## src/rtl/rtc_tick_gen.sv

```systemverilog
// Real-time tick generator: 32-bit phase accumulator yields rt_clk/rt_tick, with a 4-register bus slave (CTRL/INC/COUNT).
// Bus: one request per two cycles, ready one cycle after accept; valid is ignored while responding.
module rtc_tick_gen #(
    parameter logic [31:0] DEFAULT_INC = 32'h0015798F,
    parameter bit          DEFAULT_EN  = 1'b1
) (
    input  logic        clk,
    input  logic        reset,
    input  logic        valid,
    input  logic [31:0] address,
    input  logic [31:0] wdata,
    input  logic [3:0]  wstrb,
    output logic [31:0] rdata,
    output logic        ready,
    output logic        rt_clk,
    output logic        rt_tick
);
    typedef enum logic {IDLE = 1'b0, RESP = 1'b1} state_t;

    state_t      state_q, state_d;
    logic        en_q, en_d;
    logic [31:0] inc_q, inc_d;
    logic [31:0] count_q, count_d;
    logic [31:0] acc_q, acc_d;
    logic [31:0] rdata_q, rdata_d;
    logic        tick_q, tick_d;

    logic        accept;
    logic        wr;
    logic [1:0]  sel;
    logic [32:0] sum;
    logic        carry;
    logic        unused_addr;

    assign sel         = address[3:2];
    assign wr          = |wstrb;
    assign unused_addr = ^{address[31:4], address[1:0]};
    assign sum         = {1'b0, acc_q} + {1'b0, inc_q};
    assign carry       = en_q & sum[32];

    always_comb begin
        state_d = IDLE;
        accept  = 1'b0;
        if (state_q == IDLE && valid) begin
            state_d = RESP;
            accept  = 1'b1;
        end
    end

    // Register writes are ordered after the carry increment so a COUNT write wins.
    always_comb begin
        en_d    = en_q;
        inc_d   = inc_q;
        count_d = count_q;
        rdata_d = '0;
        acc_d   = en_q ? sum[31:0] : '0;
        tick_d  = carry;
        if (carry) begin
            count_d = count_q + 32'd1;
        end
        if (accept) begin
            case (sel)
                2'd0:    rdata_d = {31'b0, en_q};
                2'd1:    rdata_d = inc_q;
                2'd2:    rdata_d = count_q;
                default: rdata_d = '0;
            endcase
            if (wr) begin
                case (sel)
                    2'd0: begin
                        if (wstrb[0]) begin
                            en_d = wdata[0];
                        end
                    end
                    2'd1: begin
                        for (int i = 0; i < 4; i++) begin
                            if (wstrb[i]) begin
                                inc_d[8*i +: 8] = wdata[8*i +: 8];
                            end
                        end
                    end
                    2'd2:    count_d = '0;
                    default: ;
                endcase
            end
        end
    end

    always_ff @(posedge clk) begin
        if (reset) begin
            state_q <= IDLE;
            en_q    <= DEFAULT_EN;
            inc_q   <= DEFAULT_INC;
            count_q <= '0;
            acc_q   <= '0;
            rdata_q <= '0;
            tick_q  <= 1'b0;
        end else begin
            state_q <= state_d;
            en_q    <= en_d;
            inc_q   <= inc_d;
            count_q <= count_d;
            acc_q   <= acc_d;
            rdata_q <= rdata_d;
            tick_q  <= tick_d;
        end
    end

    assign ready   = (state_q == RESP);
    assign rdata   = rdata_q;
    assign rt_clk  = acc_q[31];
    assign rt_tick = tick_q;
endmodule

```

## config.mk

```make
export PLATFORM = sky130hd
export DESIGN_NAME = rtc_tick_gen
export DESIGN_NICKNAME = d
export VERILOG_FILES = /design/src/rtl/rtc_tick_gen.sv
export SDC_FILE = /design/constraint.sdc
export NUM_CORES = 1
export LEC_CHECK = 0
export ABC_CLOCK_PERIOD_IN_PS = 4400
export CAP_MARGIN = 25
export CORE_UTILIZATION = 46
export CTS_BUF_LIST = sky130_fd_sc_hd__clkbuf_4 sky130_fd_sc_hd__clkbuf_8 sky130_fd_sc_hd__clkbuf_16
export DETAILED_ROUTE_END_ITERATION = 6
export MAX_ROUTING_LAYER = met4
export PLACE_DENSITY = 0.82
export SLEW_MARGIN = 20
export SYNTH_ARGS = -nofsm -noshare
export SYNTH_HDL_FRONTEND = slang
export SYNTH_SLANG_ARGS = --single-unit
export TNS_END_PERCENT = 10
```

## constraint.sdc

```tcl
create_clock -name clk -period 4.4 [get_ports clk]
set_clock_uncertainty 0.15 [all_clocks]
set_input_delay 1.32 -clock clk [delete_from_list [all_inputs] [get_ports clk]]
set_output_delay 1.32 -clock clk [all_outputs]
set_load 0.03 [all_outputs]
```

Word-level counts from Yosys, hierarchy flattened --
Index checks and enable logic that the tools add are counted.
Word-level totals: register bits 131, input bits 71, output and inout port bits 35
Cells by class: add/subtract/negate cells 2, eq/ne operators 2, mux-type cells 6, bitwise operators 4, reduce and logical (&&, ||, !) cells 10
Operators with widths (count):
- 32-bit two-way mux | 4
- 32-bit case mux with 3 select lines | 1
- 32-bit by 32-bit adder with 33-bit output | 1
- 32-bit by 1-bit adder with 32-bit output (second input constant) | 1
- 4-bit AND reduction | 5
- 2-bit OR reduction | 2
- 4-bit OR reduction | 1
- 1-bit inverter | 3
- 2-bit by 1-bit equality test with 1-bit output (second input constant) | 1
- 2-bit equality test (second input constant) | 1
- 2-bit logical NOT | 1
- 1-bit bitwise AND | 1
- 1-bit logical AND | 1
- 1-bit two-way mux | 1

Longest topological paths before layout --
depth in word-level cells 6, depth in mapped cells 13, depth with buffers taken out 11

Worst setup path before layout --
No wires, ideal clock.
path kind input to register, from input port wstrb[3], to register count_q[28], data arrival time 2.966 ns, data required time 4.191 ns, slack 1.225 ns, cell stages on the path 6, path through clkbuf_1 -> or4_1 -> a31o_2 -> clkbuf_1 -> or4_1 -> nand2_1
On the way: cells in the longest elaborated chain, start to end 3
Ends and longest elaborated chain:
- from (decl) | line 12 | input logic [3:0] wstrb,
- 4-bit OR reduction | line 36 | assign wr = |wstrb;
- 32-bit two-way mux | line 68 | if (wr) begin
- 32-bit two-way mux | line 61 | if (accept) begin
- to (signal assigned) | line 102 | count_q <= count_d;
- to (decl) | line 23 | logic [31:0] count_q, count_d;
No other way between the ends. A chain may end at the register's enable or synchronous reset.

Final worst setup path --
from input port wstrb[3], to register count_q[18]
The elaborated chain is that of the path after synthesis.

==> run_results.csv <==
group,metric,value,unit
global_route,grt_max_degree,40,
setup_path,worst_r2r_endpoint,"count_q[8]",
placed_design,port_buffers,75,
setup_path,cp.arrival,3.57,ns
floorplanning,fp-row-count,42,
synth,synth_most_common_cell,"dfxtp_1",
worst_hold_path,hp-class,"flip-flop to flip-flop",
worst_hold_path,hold_start,"inc_q[31]",
setup_path,crit_path_end_kind,"flip-flop",
placed_design,postPlaceCellArea,7293,sq um
cells_and_area,multiInputGateArea,3580,sq um
clocking,cts_hold_buf,0,
cells_and_area,regArea,2623,sq um
floorplanning,fp.coreArea,13450,sq um
setup_path,startpoint_type,"primary input",
floorplanning,ios,106,
global_route,grt_pass1_vias,5380,
floorplanning,die_area,14480,sq um
synth,ys_warn_count,0,
synth,ys_types,56,
timing,rsz0062_at_grt,"no",
clocking,cts_setup_buffers,0,
route,vias,5757,
timing,worst_pin_slew,0.6530,ns
synth,synthFlopType,"dfxtp_1",
timing,max_slew_margin,56.47,%
placed_design,place_congestion,0.9702,
cells_and_area,synthToLayoutAreaGrowth,23.20,%
clocking,numCtsBuffers,17,
job,maxCapViolations,0,
timing,setup_violations,0,
power,ir_drop,0.2841,mV
cells_and_area,fill_cells,1163,
timing,holdWs,0.3427,ns
clocking,clockBufferDepth,2,
floorplanning,die_w,120.3,microns
synth,syn_inst,770,
synth,yosys-top-cells-count,"dfxtp_1, nand2_1, nor2_1",
setup_path,rr_worst_depth,12,
route,viasPerCell,5.644,
worst_hold_path,hold_path_depth,2,
synth,ys_top_cells_by_area,"dfxtp_1, ha_1, nand2_1",
synth,synth_top_area_share,40.72,%
cells_and_area,nets,936,
setup_path,timing.rr.start,"inc_q[0]",
synth,yosysSeqAreaShare,40.72,%
route,drcViolationCount,0,
cells_and_area,antenna_cells,0,
cells_and_area,drive_above_1_share,7.346,%
setup_path,ff2ff_setup_slack,1.17,ns
synth,synth_fp_nets,875,
power,p_per_area,454.3,nW/um^2
timing,setup_tns,0,ns
global_route,grt_overflow,0,
route,drt_iter0_markers,455,
timing,slew_violations,0,
route,detail_route.wirelength,15990,microns
timing,min_period,3.360,ns
floorplanning,die_h,120.3,microns
route,firstDrtPassIters,6,
placed_design,dpl.hpwl,11330,microns
synth,synth.cell_area,6440,sq um
run_status,status,"finished, final reports clean",
clocking,cts_max_level,4,
cells_and_area,stdcell_area,7934,sq um
worst_hold_path,hold_end,"inc_q[31]",
synth,synth-seq-cells,131,
clocking,cts_tree,"done",
route,post_drt_wl_per_cell,15.67,microns
clocking,root_buffer,"clkbuf_16",
global_route,grt_pass1_wl,26160,microns
setup_path,crit_fanout,29,
synth,syn_area_per_cell,8.364,sq um
setup_path,crit_required,4.61,ns
synth,yosysTopAreaCell,"dfxtp_1",
power,power_leakage,0.003001,uW
clocking,cts.reportedPaths.clkPinSlew,0.05,ns
clocking,cts.sink_count,131,
global_route,track_usage,23.75,%
clocking,clock_latency,0.42,ns
clocking,cts.repair.resized,0,
synth,synth_edf_count,0,
synth,postSynth.asyncResetShare,0,%
timing,fin_crit_sh,76.36,%
placed_design,place_inst,988,
floorplanning,start_util,47.87,%
cells_and_area,finalNonFillerCells,1020,
timing,hold_violations,0,
route,antenna_left,0,
setup_path,critPathKind,"primary input to flip-flop",
timing,clock.fmax,297.6,MHz
global_route,antenna_found_initial,0,
layout by cell type, fill, tap and decap left out, types with 4 or more instances in the layout:
master	count
or4_1	10
buf_4	8
and2_1	4
o21ai_1	5
nor2_1	99
o21bai_1	6
and3_1	8
xnor2_1	29
a2111oi_2	9
nand3b_1	13
a22oi_1	31
inv_1	16
a21o_1	13
clkdlybuf4s50_1	75
bufinv_16	4
nand2_1	104
nand3_1	31
or3_1	10
clkbuf_16	17
o21a_1	8
dfxtp_1	131
and4_1	4
o211ai_1	10
a211oi_1	6
a21oi_1	62
nand2b_1	7
xor2_1	7
nand4_1	9
o21ai_0	24
ha_1	33
nor3_1	5
power breakdown:
part	total, uW	switching (uW)	leakage, uW	internal, uW
registers	1310	35.0	0.00106	1280
clock network	1510	505	0.000317	1010
logic	780	452	0.00162	327
total	3600	993	0.00300	2610
state kept, by name, summed over array words and instances (netlist names):
register and flops:
acc_q 32, count_q 32, en_q 1, inc_q 32
rdata 32, ready 1, rt_tick 1
worst max-delay path by stage:
| stage | from | endpoint | slack [ns] | cells past startpoint |
|---|---|---|---|---|
| 3_5_place_dp | wstrb[3] | count_q[18] | 0.62 | 5 |
| 2_1_floorplan | wstrb[3] | count_q[28] | 1.23 | 6 |
| 4_1_cts | wstrb[3] | count_q[18] | 1.05 | 5 |
| 3_3_place_gp | wstrb[3] | count_q[24] | 0.64 | 5 |
| 6_report | wstrb[3] | count_q[18] | 1.04 | 5 |
| 5_1_grt | wstrb[3] | count_q[18] | 0.93 | 5 |
final cells by class:
class | count | share of cell area [%]
tap | 176 | 2.776
clock buffer | 23 | 6.166
clock inverter | 9 | 1.908
timing repair buffer | 83 | 10.22
sequential | 131 | 33.05
multi-input combinational | 582 | 45.12
inverter | 16 | 0.7570
critical path: stages:
cell             delay [ns]
clkdlybuf4s50_1        0.58
or4_1                  0.56
a31o_2                 0.47
or4_1                  0.55
nand2_1                0.08
metrics by stage:
stage | setup WS [ns] | utilization [%] | total power [uW]
floorplan | 1.225 | - | 1917
global placement | 0.6393 | 54.21 | 2075
detailed placement | 0.6151 | 54.21 | 2092
CTS | 1.051 | 58.98 | 3608
global route | 0.9280 | 58.98 | 3761
finish | 1.040 | 58.98 | 3605
layer usage:
layer	wire [microns]	up-vias	GRT usage, %
met4	401	0	9.877
met1	6967	2697	29.19
li1	-	2860	-
met2	7671	165	37.28
met5	0	-	-
met3	946	35	5.802
kinds of logic after synthesis:
group | after synthesis | share of synthesized area, %
buffers and inverters | 57 | 3.769
muxes | 3 | 0.4663
adders and majority gates | 34 | 6.722
xor gates and xnor gates | 36 | 4.896
DFF | 131 | 40.72
and+or+nand+nor | 317 | 23.02
AOI/OAI and AO/OA | 192 | 20.40
Power figures use the tool's default switching activity.
